`src/rtl/rv32i_pkg.sv`:
```
// Shared RV32I encoding definitions for the instruction encoder: format codes,
// opcode constants, the request record and an immediate range helper.
package rv32i_pkg;

  typedef enum logic [2:0] {
    FMT_R = 3'd0,
    FMT_I = 3'd1,
    FMT_S = 3'd2,
    FMT_B = 3'd3,
    FMT_U = 3'd4,
    FMT_J = 3'd5
  } fmt_e;

  localparam logic [6:0] OP_LOAD   = 7'h03;
  localparam logic [6:0] OP_IMM    = 7'h13;
  localparam logic [6:0] OP_AUIPC  = 7'h17;
  localparam logic [6:0] OP_STORE  = 7'h23;
  localparam logic [6:0] OP_REG    = 7'h33;
  localparam logic [6:0] OP_LUI    = 7'h37;
  localparam logic [6:0] OP_BRANCH = 7'h63;
  localparam logic [6:0] OP_JALR   = 7'h67;
  localparam logic [6:0] OP_JAL    = 7'h6F;

  localparam logic [31:0] NOP_INSTR = 32'h0000_0013;

  typedef struct packed {
    logic [2:0]  fmt;
    logic [6:0]  opcode;
    logic [4:0]  rd;
    logic [4:0]  rs1;
    logic [4:0]  rs2;
    logic [2:0]  funct3;
    logic [6:0]  funct7;
    logic [31:0] imm;
  } enc_req_t;

  // True when v equals the sign-extension of its low 'bits' bits.
  function automatic logic fits_signed(input logic [31:0] v, input int unsigned bits);
    logic [31:0] ext;
    ext = 32'($signed(v << (32 - bits)) >>> (32 - bits));
    return ext == v;
  endfunction

endpackage

```
`src/rtl/instr_encoder_if.sv`:
```
// Request/response bundle of the instruction encoder. Both sides use strict
// valid/ready: a transfer happens on a rising edge where valid && ready, and a
// producer holds its payload stable while valid is high and ready is low.
interface instr_encoder_if;
  logic        in_valid;
  logic        in_ready;
  logic [2:0]  in_fmt;
  logic [6:0]  in_opcode;
  logic [4:0]  in_rd;
  logic [4:0]  in_rs1;
  logic [4:0]  in_rs2;
  logic [2:0]  in_funct3;
  logic [6:0]  in_funct7;
  logic [31:0] in_imm;
  logic        out_valid;
  logic        out_ready;
  logic [31:0] out_instr;
  logic        out_err;

  modport master (
    output in_valid, in_fmt, in_opcode, in_rd, in_rs1, in_rs2, in_funct3,
           in_funct7, in_imm, out_ready,
    input  in_ready, out_valid, out_instr, out_err
  );

  modport slave (
    input  in_valid, in_fmt, in_opcode, in_rd, in_rs1, in_rs2, in_funct3,
           in_funct7, in_imm, out_ready,
    output in_ready, out_valid, out_instr, out_err
  );
endinterface

```
`src/rtl/imm_pack.sv`:
```
// Combinational RV32I field packer: narrows the 32-bit immediate into the
// chosen format and flags immediates the format cannot represent.
module imm_pack
  import rv32i_pkg::*;
(
  input  logic [2:0]  fmt,
  input  logic [6:0]  opcode,
  input  logic [4:0]  rd,
  input  logic [4:0]  rs1,
  input  logic [4:0]  rs2,
  input  logic [2:0]  funct3,
  input  logic [6:0]  funct7,
  input  logic [31:0] imm,
  output logic [31:0] instr,
  output logic        range_err
);

  always_comb begin
    instr     = NOP_INSTR;
    range_err = 1'b0;
    case (fmt)
      FMT_R: instr = {funct7, rs2, rs1, funct3, rd, opcode};
      FMT_I: begin
        instr     = {imm[11:0], rs1, funct3, rd, opcode};
        range_err = !fits_signed(imm, 12);
      end
      FMT_S: begin
        instr     = {imm[11:5], rs2, rs1, funct3, imm[4:0], opcode};
        range_err = !fits_signed(imm, 12);
      end
      FMT_B: begin
        instr     = {imm[12], imm[10:5], rs2, rs1, funct3, imm[4:1], imm[11], opcode};
        range_err = !fits_signed(imm, 13) || imm[0];
      end
      FMT_U: begin
        instr     = {imm[31:12], rd, opcode};
        range_err = |imm[11:0];
      end
      FMT_J: begin
        instr     = {imm[20], imm[10:1], imm[11], imm[19:12], rd, opcode};
        range_err = !fits_signed(imm, 21) || imm[0];
      end
      // Unknown formats become a harmless NOP, flagged as an error.
      default: begin
        instr     = NOP_INSTR;
        range_err = 1'b1;
      end
    endcase
  end

endmodule

```
`src/rtl/instr_encoder.sv`:
```
// Two-stage RV32I instruction encoder with saturating word/error counters.
// Define ENC_DROP_ERR_EN to swallow erroneous words in stage 2 instead of emitting them.
module instr_encoder
  import rv32i_pkg::*;
#(
  parameter int CNT_W = 16,
  parameter int ERR_W = 8
) (
  input  logic             clk,
  input  logic             rst,
  instr_encoder_if.slave   bus,
  output logic [CNT_W-1:0] enc_count,
  output logic [ERR_W-1:0] err_count
);

  enc_req_t         s1_req_q, s1_req_d, in_req;
  logic             s1_valid_q, s1_valid_d;
  logic             s2_valid_q, s2_valid_d;
  logic [31:0]      s2_instr_q, s2_instr_d;
  logic             s2_err_q, s2_err_d;
  logic [CNT_W-1:0] enc_count_q, enc_count_d;
  logic [ERR_W-1:0] err_count_q, err_count_d;
  logic             s2_adv, accept, s1_to_s2, out_fire, enc_inc, err_inc;
  logic [31:0]      pack_instr;
  logic             pack_err;

  assign in_req = '{fmt: bus.in_fmt, opcode: bus.in_opcode, rd: bus.in_rd,
                    rs1: bus.in_rs1, rs2: bus.in_rs2, funct3: bus.in_funct3,
                    funct7: bus.in_funct7, imm: bus.in_imm};

  imm_pack u_pack (
    .fmt       (s1_req_q.fmt),
    .opcode    (s1_req_q.opcode),
    .rd        (s1_req_q.rd),
    .rs1       (s1_req_q.rs1),
    .rs2       (s1_req_q.rs2),
    .funct3    (s1_req_q.funct3),
    .funct7    (s1_req_q.funct7),
    .imm       (s1_req_q.imm),
    .instr     (pack_instr),
    .range_err (pack_err)
  );

  // Ready ripples backwards combinationally, so out_ready reaches in_ready in the same cycle.
  assign s2_adv       = !s2_valid_q || bus.out_ready;
  assign bus.in_ready = !s1_valid_q || s2_adv;
  assign accept       = bus.in_valid && bus.in_ready;
  assign s1_to_s2     = s1_valid_q && s2_adv;
  assign out_fire     = s2_valid_q && bus.out_ready;

  always_comb begin
    s1_valid_d = s1_valid_q;
    s1_req_d   = s1_req_q;
    s2_valid_d = s2_valid_q;
    s2_instr_d = s2_instr_q;
    s2_err_d   = s2_err_q;
    if (accept) begin
      s1_valid_d = 1'b1;
      s1_req_d   = in_req;
    end else if (s1_to_s2) begin
      s1_valid_d = 1'b0;
    end
    if (s2_adv) begin
`ifdef ENC_DROP_ERR_EN
      s2_valid_d = s1_valid_q && !pack_err;
      s2_err_d   = 1'b0;
`else
      s2_valid_d = s1_valid_q;
      if (s1_valid_q) s2_err_d = pack_err;
`endif
      if (s1_valid_q) s2_instr_d = pack_instr;
    end
  end

  always_comb begin
    enc_inc = out_fire;
`ifdef ENC_DROP_ERR_EN
    err_inc = s1_to_s2 && pack_err;
`else
    err_inc = out_fire && s2_err_q;
`endif
    enc_count_d = enc_count_q;
    err_count_d = err_count_q;
    if (enc_inc && (enc_count_q != '1)) enc_count_d = enc_count_q + CNT_W'(1);
    if (err_inc && (err_count_q != '1)) err_count_d = err_count_q + ERR_W'(1);
  end

  always_ff @(posedge clk) begin
    if (rst) begin
      s1_valid_q  <= 1'b0;
      s1_req_q    <= '0;
      s2_valid_q  <= 1'b0;
      s2_instr_q  <= '0;
      s2_err_q    <= 1'b0;
      enc_count_q <= '0;
      err_count_q <= '0;
    end else begin
      s1_valid_q  <= s1_valid_d;
      s1_req_q    <= s1_req_d;
      s2_valid_q  <= s2_valid_d;
      s2_instr_q  <= s2_instr_d;
      s2_err_q    <= s2_err_d;
      enc_count_q <= enc_count_d;
      err_count_q <= err_count_d;
    end
  end

  assign bus.out_valid = s2_valid_q;
  assign bus.out_instr = s2_instr_q;
  assign bus.out_err   = s2_err_q;
  assign enc_count     = enc_count_q;
  assign err_count     = err_count_q;

endmodule
```
`src/flat_wrapper.sv`:
```
// flat-port wrapper written by rule: the top's interface ports become plain ports
module instr_encoder_flat import rv32i_pkg::*;
#(
  parameter int CNT_W = 16,
  parameter int ERR_W = 8
)
  (clk, rst, enc_count, err_count, bus_in_valid, bus_in_fmt, bus_in_opcode, bus_in_rd, bus_in_rs1, bus_in_rs2, bus_in_funct3, bus_in_funct7, bus_in_imm, bus_out_ready, bus_in_ready, bus_out_valid, bus_out_instr, bus_out_err);
  instr_encoder_if bus_i ();
  input  logic clk;
  input  logic rst;
  output logic [CNT_W-1:0] enc_count;
  output logic [ERR_W-1:0] err_count;
  input wire logic [$bits(bus_i.in_valid)-1:0] bus_in_valid;
  input wire logic [$bits(bus_i.in_fmt)-1:0] bus_in_fmt;
  input wire logic [$bits(bus_i.in_opcode)-1:0] bus_in_opcode;
  input wire logic [$bits(bus_i.in_rd)-1:0] bus_in_rd;
  input wire logic [$bits(bus_i.in_rs1)-1:0] bus_in_rs1;
  input wire logic [$bits(bus_i.in_rs2)-1:0] bus_in_rs2;
  input wire logic [$bits(bus_i.in_funct3)-1:0] bus_in_funct3;
  input wire logic [$bits(bus_i.in_funct7)-1:0] bus_in_funct7;
  input wire logic [$bits(bus_i.in_imm)-1:0] bus_in_imm;
  input wire logic [$bits(bus_i.out_ready)-1:0] bus_out_ready;
  output wire logic [$bits(bus_i.in_ready)-1:0] bus_in_ready;
  output wire logic [$bits(bus_i.out_valid)-1:0] bus_out_valid;
  output wire logic [$bits(bus_i.out_instr)-1:0] bus_out_instr;
  output wire logic [$bits(bus_i.out_err)-1:0] bus_out_err;
  assign bus_i.in_valid = bus_in_valid;
  assign bus_i.in_fmt = bus_in_fmt;
  assign bus_i.in_opcode = bus_in_opcode;
  assign bus_i.in_rd = bus_in_rd;
  assign bus_i.in_rs1 = bus_in_rs1;
  assign bus_i.in_rs2 = bus_in_rs2;
  assign bus_i.in_funct3 = bus_in_funct3;
  assign bus_i.in_funct7 = bus_in_funct7;
  assign bus_i.in_imm = bus_in_imm;
  assign bus_i.out_ready = bus_out_ready;
  assign bus_in_ready = bus_i.in_ready;
  assign bus_out_valid = bus_i.out_valid;
  assign bus_out_instr = bus_i.out_instr;
  assign bus_out_err = bus_i.out_err;
  instr_encoder #(.CNT_W(CNT_W), .ERR_W(ERR_W)) u_core (.clk(clk), .rst(rst), .bus(bus_i), .enc_count(enc_count), .err_count(err_count));
endmodule
```
`config.mk`:
```
export PLATFORM = sky130hd
export DESIGN_NAME = instr_encoder_flat
export DESIGN_NICKNAME = d
export VERILOG_FILES = /design/src/rtl/rv32i_pkg.sv /design/src/rtl/instr_encoder_if.sv /design/src/rtl/imm_pack.sv /design/src/rtl/instr_encoder.sv /design/src/flat_wrapper.sv
export SDC_FILE = /design/constraint.sdc
export NUM_CORES = 1
export LEC_CHECK = 0
export BUFFER_PORTS_ARGS = -buffer_cell sky130_fd_sc_hd__buf_2
export CAP_MARGIN = 5
export CORE_ASPECT_RATIO = 2
export CORE_MARGIN = 10
export CORE_UTILIZATION = 26
export CTS_CLUSTER_SIZE = 25
export DETAILED_ROUTE_END_ITERATION = 10
export GPL_ROUTABILITY_DRIVEN = 0
export GPL_TIMING_DRIVEN = 1
export PLACE_DENSITY_LB_ADDON = 0.2
export SETUP_SLACK_MARGIN = 0.3
export SLEW_MARGIN = 20
export SYNTH_ARGS = -nofsm -noshare
export SYNTH_HDL_FRONTEND = slang
export SYNTH_HIERARCHICAL = 1
export SYNTH_SLANG_ARGS = --single-unit
```
`constraint.sdc`:
```
create_clock -name clk -period 1.9 [get_ports clk]
set_input_delay 0.285 -clock clk [delete_from_list [all_inputs] [get_ports clk]]
set_output_delay 0.285 -clock clk [all_outputs]
set_load 0.05 [all_outputs]
```
# Word level (Yosys, flattened, before mapping)
# Cells that the tools add are included.
op_classes:
  addsub: 2
  n_reduce_logical: 20
  mux: 4
  eq_ne: 10
op_table:
  columns: ["operator", "count"]
  rows:
  - ["$pmux 32 s6", 1]
  - ["$eq 20x20->1", 1]
  - ["$eq 19x19->1", 1]
  - ["$add 16x1->16 const B", 1]
  - ["$ne 16x16->1 const B", 1]
  - ["$reduce_or 12->1", 1]
  - ["$eq 11x11->1", 1]
  - ["$add 8x1->8 const B", 1]
  - ["$ne 8x8->1 const B", 1]
  - ["$eq 3x2->1 const B", 2]
  - ["$eq 3x3->1 const B", 2]
  - ["$logic_and 1x1->1", 6]
  - ["$logic_not 1->1", 5]
  - ["$pmux 1 s5", 1]
  - ["$logic_or 1x1->1", 4]
  - ["$eq 3x1->1 const B", 1]
  - ["$logic_not 3->1", 1]
  - ["$mux 1", 2]
  - ["$reduce_and 2->1", 1]
  - ["$reduce_bool 2->1", 1]
  - ["$reduce_or 2->1", 1]
word_totals:
  word_cells: 50
  inputBits: 71
  output_inout_bits: 59
  ff_bits: 126

# Depth between registers and ports, before layout
# Gate-level depths: netlist (run 1).
depth:
  depth_word: 5
  ltp_mapped: 8
  depth_no_buf: 7

# Modules after synthesis
# Netlist (run 1), hierarchy kept.
by_module_without_submodules:
  columns: ["mod", "cells_each", "area_per_inst_um2", "n_inst", "seq_area_each_um2"]
  rows:
  - ["instr_encoder", 578, 4614.4, 1, 2522.4]
  - ["imm_pack", 148, 880.8, 1, 0.0]

# Worst setup path after synthesis (run 1)
# OpenSTA, ideal clock, no wires.
synth_path:
  kind: "register to register"
  startpoint: "register u_core.s2_valid_q, in the netlist u_core/bus.out_valid"
  endpoint: "register u_core/s1_req_q[28] (netlist name)"
  setup_ns: 0.071
  path_buffers: 2
  t_arrival_ns: 2.279
  path_stages_with_launch: 7
  required_time_ns: 1.829
  slack_ns: -0.450
  period_less_slack_ns: 2.350
  path_cell_list: "dfxtp_1 -> nand3b_1 -> nand2_1 -> clkbuf_1 -> clkbuf_1 -> nand2_1 -> a21oi_1"
synth_via:
  elab_chain_len: 4
synth_rtl:
  columns: ["item", "line", "text"]
  rows:
  - ["from (decl)", "instr_encoder.sv:18", "logic s2_valid_q, s2_valid_d;"]
  - ["from (signal assigned)", "instr_encoder.sv:100", "s2_valid_q <= s2_valid_d;"]
  - ["$logic_not 1->1", "instr_encoder.sv:45", "assign s2_adv = !s2_valid_q || bus.out_ready;"]
  - ["$logic_or 1x1->1", "instr_encoder.sv:45", null]
  - ["$logic_or 1x1->1", "instr_encoder.sv:46", "assign bus.in_ready = !s1_valid_q || s2_adv;"]
  - ["via bus_in_ready", "flat_wrapper.sv:23", "output wire logic [$bits(bus_i.in_ready)-1:0] bus_in_ready;"]
  - ["$logic_and 1x1->1", "instr_encoder.sv:47", "assign accept = bus.in_valid && bus.in_ready;"]
  - ["to (signal assigned)", "instr_encoder.sv:99", "s1_req_q <= s1_req_d;"]
  - ["to (decl)", "instr_encoder.sv:16", "enc_req_t s1_req_q, s1_req_d, in_req;"]
# The timed path passes the listed nets, and every way through them passes these cells.
# A chain may end at the register's enable or synchronous reset.

# Worst setup path in the final report (run 1)
layout_path:
  startpoint: "register u_core.enc_count_q[10], in the netlist u_core/enc_count[10]"
  endpoint: "register u_core.enc_count_q[15], in the netlist u_core/enc_count[15]"
layout_via:
  elab_chain_len: 2
  word_cells_on_any_way: 3
  classes_between: "add/sub: 1; eq/ne: 1; reduce/logical: 1"
layout_rtl:
  columns: ["item", "line", "text"]
  rows:
  - ["from (decl)", "instr_encoder.sv:21", "logic [CNT_W-1:0] enc_count_q, enc_count_d;"]
  - ["from (signal assigned)", "instr_encoder.sv:103", "enc_count_q <= enc_count_d;"]
  - ["branches (longest 2 deep; another with $add 16x1->16)", null, null]
# Several ways; the timed one is not identified.

==> impl_metrics.toml, run 1 <==
[run_status]
status = "complete, no violations"

[sta]
setup_viol = 0
timing.hold.ws_ps = 107
relSlewSlack_pct = 74.5
finalCritPeriodShare_pct = 93.9
drv_slew = 0
tns_ps = 0
worst_slew_pin_slew_ps = 382
hold_viol_final = 0
finalWorstSetupSlack_ps = 115
period_needed_ps = 1780
fin_skew_ps = 6.28
rsz0062_at_grt = "yes"
fmax_mhz = 560

[critical_path]
crit_family = "simple AND/OR/NAND/NOR gates"
crit_path_end_kind = "register"
slowest_delay_ps = 580
worst_ep_arrival_time_ps = 2120
crit_required_ps = 2240
crit_fanout = 6
critical_path_buf_inv_count = 0
cp-start-kind = "register"
critical_path_class = "reg -> reg"
slowest_stage = "or4_4"
path_cells = "nand3_2, or4_4, or4_1, a21oi_1"

[clock_network]
cts_made_buffers = 17
cts_tree = "yes"
insertion_delay_ps = 410
ctsHoldBuffers = 0
cts-root-buf = "clkbuf_16"
clk_pin_slew_ps = 60
clkSinkCount = 126
htreeDepth = 4
cts_max_path_buffers = 2

[synth]
ys.flop_type = "dfxtp_1"
synth_edf_count = 0
ys_ff_latch = 126
synth-seq-area-share_pct = 45.9
syn_area_per_cell_um2 = 7.57
ys_types = 50
syn-num-nets = 799
yosysWarnings = 6
synth_area_um2 = 5500
postSynthCellCount = 726
async_flop_share_pct = 0

[layout]
mostFrequentLayoutCells = "nand2_1 (228), buf_2 (129), a21oi_1 (115)"
drive_gt1_share_pct = 28.7
finish.utilization_pct = 35.1
instances_no_fill = 1144
area_growth_pct = 33.7
mostFrequentLayoutCell = "nand2_1"
design_area_um2 = 7350
diodes = 0
final_nets = 936

[floorplanning]
die_height_um = 226
die_w_um = 123
core_area_um2 = 20900
num_rows = 75
pin_count = 130
dieArea_um2 = 27700
start_util_pct = 26.3

[global_route]
track_usage_pct = 14.1
grt.overflow.total = 0
grt_pass1_vias = 5578
grt_antenna_before_repair = 0
grt_pass1_wl_mm = 30.4
grt_max_degree = 68

[routing]
routed_via_density = 4.78
wire_per_inst_um = 17.3
drc_errors = 0
drtIter0Drc = 240
dr.pass1.iters = 4
drtAntennaViolNets = 0
vias = 5470
wl_mm = 19.7

[placed_design]
hpwl_mm = 14.1
portBuffers = 129
dpl_cell_area_um2 = 6550
place_inst = 1097
pre_cts_slack_ps = 94.5

[power]
power_mw = 6.55
vdd_drop_max_mv = 0.358
leakage_nw = 2.91
pwr_density_cell_nw_per_um2 = 891

[run]
drv_cap = 0

[worst_hold_path]
hold_class = "in -> reg"
==> what timing repair did <==
item	4_1_cts	5_1_grt
resized for setup	12	23
cloned	2	0
setup endpoints to repair	17	44
buffers inserted	9	5
pin swaps	13	7
==> routing by layer <==
metal | GRT usage [%] | share of wire [%]
met4 | 5.92 | 2.1
met3 | 2.73 | 3.4
met1 | 14.0 | 37
met2 | 27.2 | 57
met5 | 0 | 0
==> final timing paths <==
kind                                            from                    to  slack [ps]  depth (start not counted)
worst max-delay path            u_core/enc_count[10]  u_core/enc_count[15]         120                          4
worst min-delay path                   bus_in_fmt[1]   u_core/s1_req_q[65]         110                          3
worst max register to register  u_core/enc_count[10]  u_core/enc_count[15]         120                          4
worst min register to register   u_core/s1_req_q[63]   u_core/s1_req_q[63]         440                          2
==> cell usage after synthesis, drive strengths merged (6+ instances only) <==
master  number  share of area [%]
a21oi      118                 11
a22oi       17                2.3
buf         10                1.8
clkbuf      39                2.7
dfxtp      126                 46
inv         19                1.3
nand2      229                 16
nand3       11                1.1
nand4       12                1.4
nor2        17                1.2
nor2b        6               0.73
nor3         7               0.73
nor4         9                1.0
o21ai       29                2.6
o22ai        7               0.80
or3          9                1.0
or4          7                1.0
==> worst min-delay path, stage by stage <==
cell and delay (ps):
buf_2 90, nand2_1 50, a21oi_1 50
==> layout make-up <==
class | instances | area [µm²]
Clock inverter | 7 | 62.6
Sequential cell | 126 | 2600
Inverter | 19 | 71.3
Tap cell | 269 | 337
Multi-Input combinational cell | 532 | 2790
Timing Repair Buffer | 167 | 1000
Fill cell | 2285 | 13600
Clock buffer | 24 | 482
==> power breakdown <==
group	switching (mW)	internal [mW]	total [mW]
sequential	0.0990	2.73	2.83
clock	1.15	1.88	3.03
combinational	0.436	0.253	0.689
total	1.68	4.87	6.55
==> registers in the layout, indices dropped and copies added (netlist names) <==
name	cells
u_core/s1_req_q	67
u_core/bus.out_valid	1
u_core/bus.out_instr	32
u_core/s1_valid_q	1
u_core/err_count	8
u_core/enc_count	16
u_core/bus.out_err	1
==> cell families after synthesis <==
kind of cell    share of synthesized area (%)
simple gates                             25.8
fa+ha+maj                               0.455
mux                                      1.14
buf+inv                                  5.78
xor+xnor                                0.637
flops                                    45.9
compound gates                           20.3
Power figures use the tool's default switching activity.
==> inputs of run 2 (changes only) <==
--- a/config.mk
+++ b/config.mk
@@ -9,7 +9,7 @@
 export CAP_MARGIN = 5
 export CORE_ASPECT_RATIO = 2
 export CORE_MARGIN = 10
-export CORE_UTILIZATION = 26
+export CORE_UTILIZATION = 48
 export CTS_CLUSTER_SIZE = 25
 export DETAILED_ROUTE_END_ITERATION = 10
 export GPL_ROUTABILITY_DRIVEN = 0
==> impl_metrics.toml, run 2 (synthesis gave the netlist of run 1 again) <==
[floorplanning]
core_area_um2 = 11300
pin_count = 130
start_util_pct = 48.7
die_height_um = 171
num_rows = 55
dieArea_um2 = 16400
die_w_um = 95.7

[sta]
fmax_mhz = 565
relSlewSlack_pct = 70.5
period_needed_ps = 1770
setup_viol = 0
finalCritPeriodShare_pct = 93.2
worst_slew_pin_slew_ps = 438
fin_skew_ps = 7.65
tns_ps = 0
rsz0062_at_grt = "yes"
hold_viol_final = 0
drv_slew = 0
finalWorstSetupSlack_ps = 129

[critical_path]
cp-start-kind = "register"
rrSetupSlack_ps = 130
crit_required_ps = 2220
crit_path_end_kind = "register"
crit_fanout = 5
cp_common_cell = "buf_4"
slowest_delay_ps = 510
path_cells = "ha_4, nand4_1, buf_4, o41ai_4, buf_4, or4_4, a21oi_2"
critical_path_class = "reg -> reg"
worst_ep_arrival_time_ps = 2090
slowest_stage = "or4_4"

[layout]
largest_register_ffs = 67
final_nets = 932
mostFrequentLayoutCells = "nand2_1 (228), buf_2 (128), a21oi_1 (115)"
mostFrequentLayoutCell = "nand2_1"
drive_gt1_share_pct = 28.5
diodes = 0
regMostFlops = "u_core/s1_req_q"
area_growth_pct = 30.2

[routing]
dr.pass1.iters = 5
wl_mm = 17.1
wl_met3_mm = 1.04
topRoutingLayerUsed = "met4"
drc_errors = 0
drt-met1-wl_mm = 6.24
routed_via_density = 5.59
wl_met2_mm = 9.25
wire_per_inst_um = 16.9
drtAntennaViolNets = 0
vias = 5662
drtIter0Drc = 288

[power]
pwr_density_cell_nw_per_um2 = 915
vdd_drop_max_mv = 0.766
leakage_nw = 2.90

[placed_design]
portBuffers = 129
hpwl_mm = 12.3
pre_cts_slack_ps = 105

[clock_network]
clk_pin_slew_ps = 60
cts_max_path_buffers = 2
cts-root-buf = "clkbuf_16"
insertion_delay_ps = 410
cts_made_buffers = 17
cts_tree = "yes"
htreeDepth = 4
clkSinkCount = 126

[global_route]
grt_max_degree = 68
grt_pass1_wl_mm = 26.2
grt_pass1_vias = 5419
grt_antenna_before_repair = 0
grt.overflow.total = 0
track_usage_pct = 20.1

[worst_hold_path]
hold_class = "in -> reg"

[run]
drv_cap = 0

[run_status]
status = "complete, no violations"
run 2: cell count changes in the layout (fill, tap and decap cells not counted), sizes merged:
cell	delta
clkbuf	-1
clkinvlp	+1
buf	-4
bufinv	-1
clkinv	-1
inv	+2
run 2: cell type report:
class | count | area (µm²)
Sequential cell | 126 | 2590
Clock buffer | 23 | 520
Multi-Input combinational cell | 532 | 2790
Tap cell | 142 | 178
Timing Repair Buffer | 163 | 957
Inverter | 19 | 71.3
Fill cell | 1029 | 4130
Clock inverter | 8 | 51.3
run 2: critical path, delay by kind of cell (launching register included):
kind	cells	cell delay [ps]
buffers and inverters	2	330
AND/OR/NAND/NOR	2	610
adder cells (fa/ha/maj)	1	160
AO/OA/AOI/OAI	2	230
flip-flops	1	350
run 2: per-layer routing:
| layer | track usage, % | vias to the layer above |
|---|---|---|
| li1 | - | 2759 |
| met1 | 20.9 | 2642 |
| met2 | 36.3 | 209 |
| met3 | 4.63 | 52 |
| met4 | 9.35 | 0 |
| met5 | 0 | - |
run 2: what timing repair did:
action	4_1_cts	5_1_grt
buffers inserted	9	5
hold buffers	0	0
setup endpoints to repair	16	37
pin swaps	6	5
gates cloned	0	1
resized for setup	7	20
run 2: power breakdown:
group	internal (mW)	switching (mW)	leakage (nW)
registers	2.73	0.101	1.05
logic	0.243	0.407	1.57
clock network	1.92	1.15	0.282
run 2: final timing paths:
check / depth (start not counted) / endpoint / startpoint
worst max register to register: 7 / u_core/enc_count[9] / u_core/enc_count[0]
worst max-delay path: 7 / u_core/enc_count[9] / u_core/enc_count[0]
worst min-delay path: 3 / u_core/s1_req_q[39] / bus_in_funct3[0]
worst min register to register: 2 / u_core/s1_req_q[58] / u_core/s1_req_q[58]
run 2: through the flow:
| stage | power (mW) | cells | area (µm²) | utilization (%) | hold slack [ps] |
|---|---|---|---|---|---|
| after floorplan | 3.31 | 726 | 5650 | - | 421 |
| after global placement | 3.50 | 967 | 6350 | 56.3 | 434 |
| after detailed placement | 3.51 | 967 | 6350 | 56.3 | 440 |
| after CTS | 6.58 | 1007 | 7010 | 62.2 | 101 |
| after global routing | 6.80 | 1013 | 7150 | 63.4 | 112 |
| final | 6.54 | 1013 | 7150 | 63.4 | 115 |
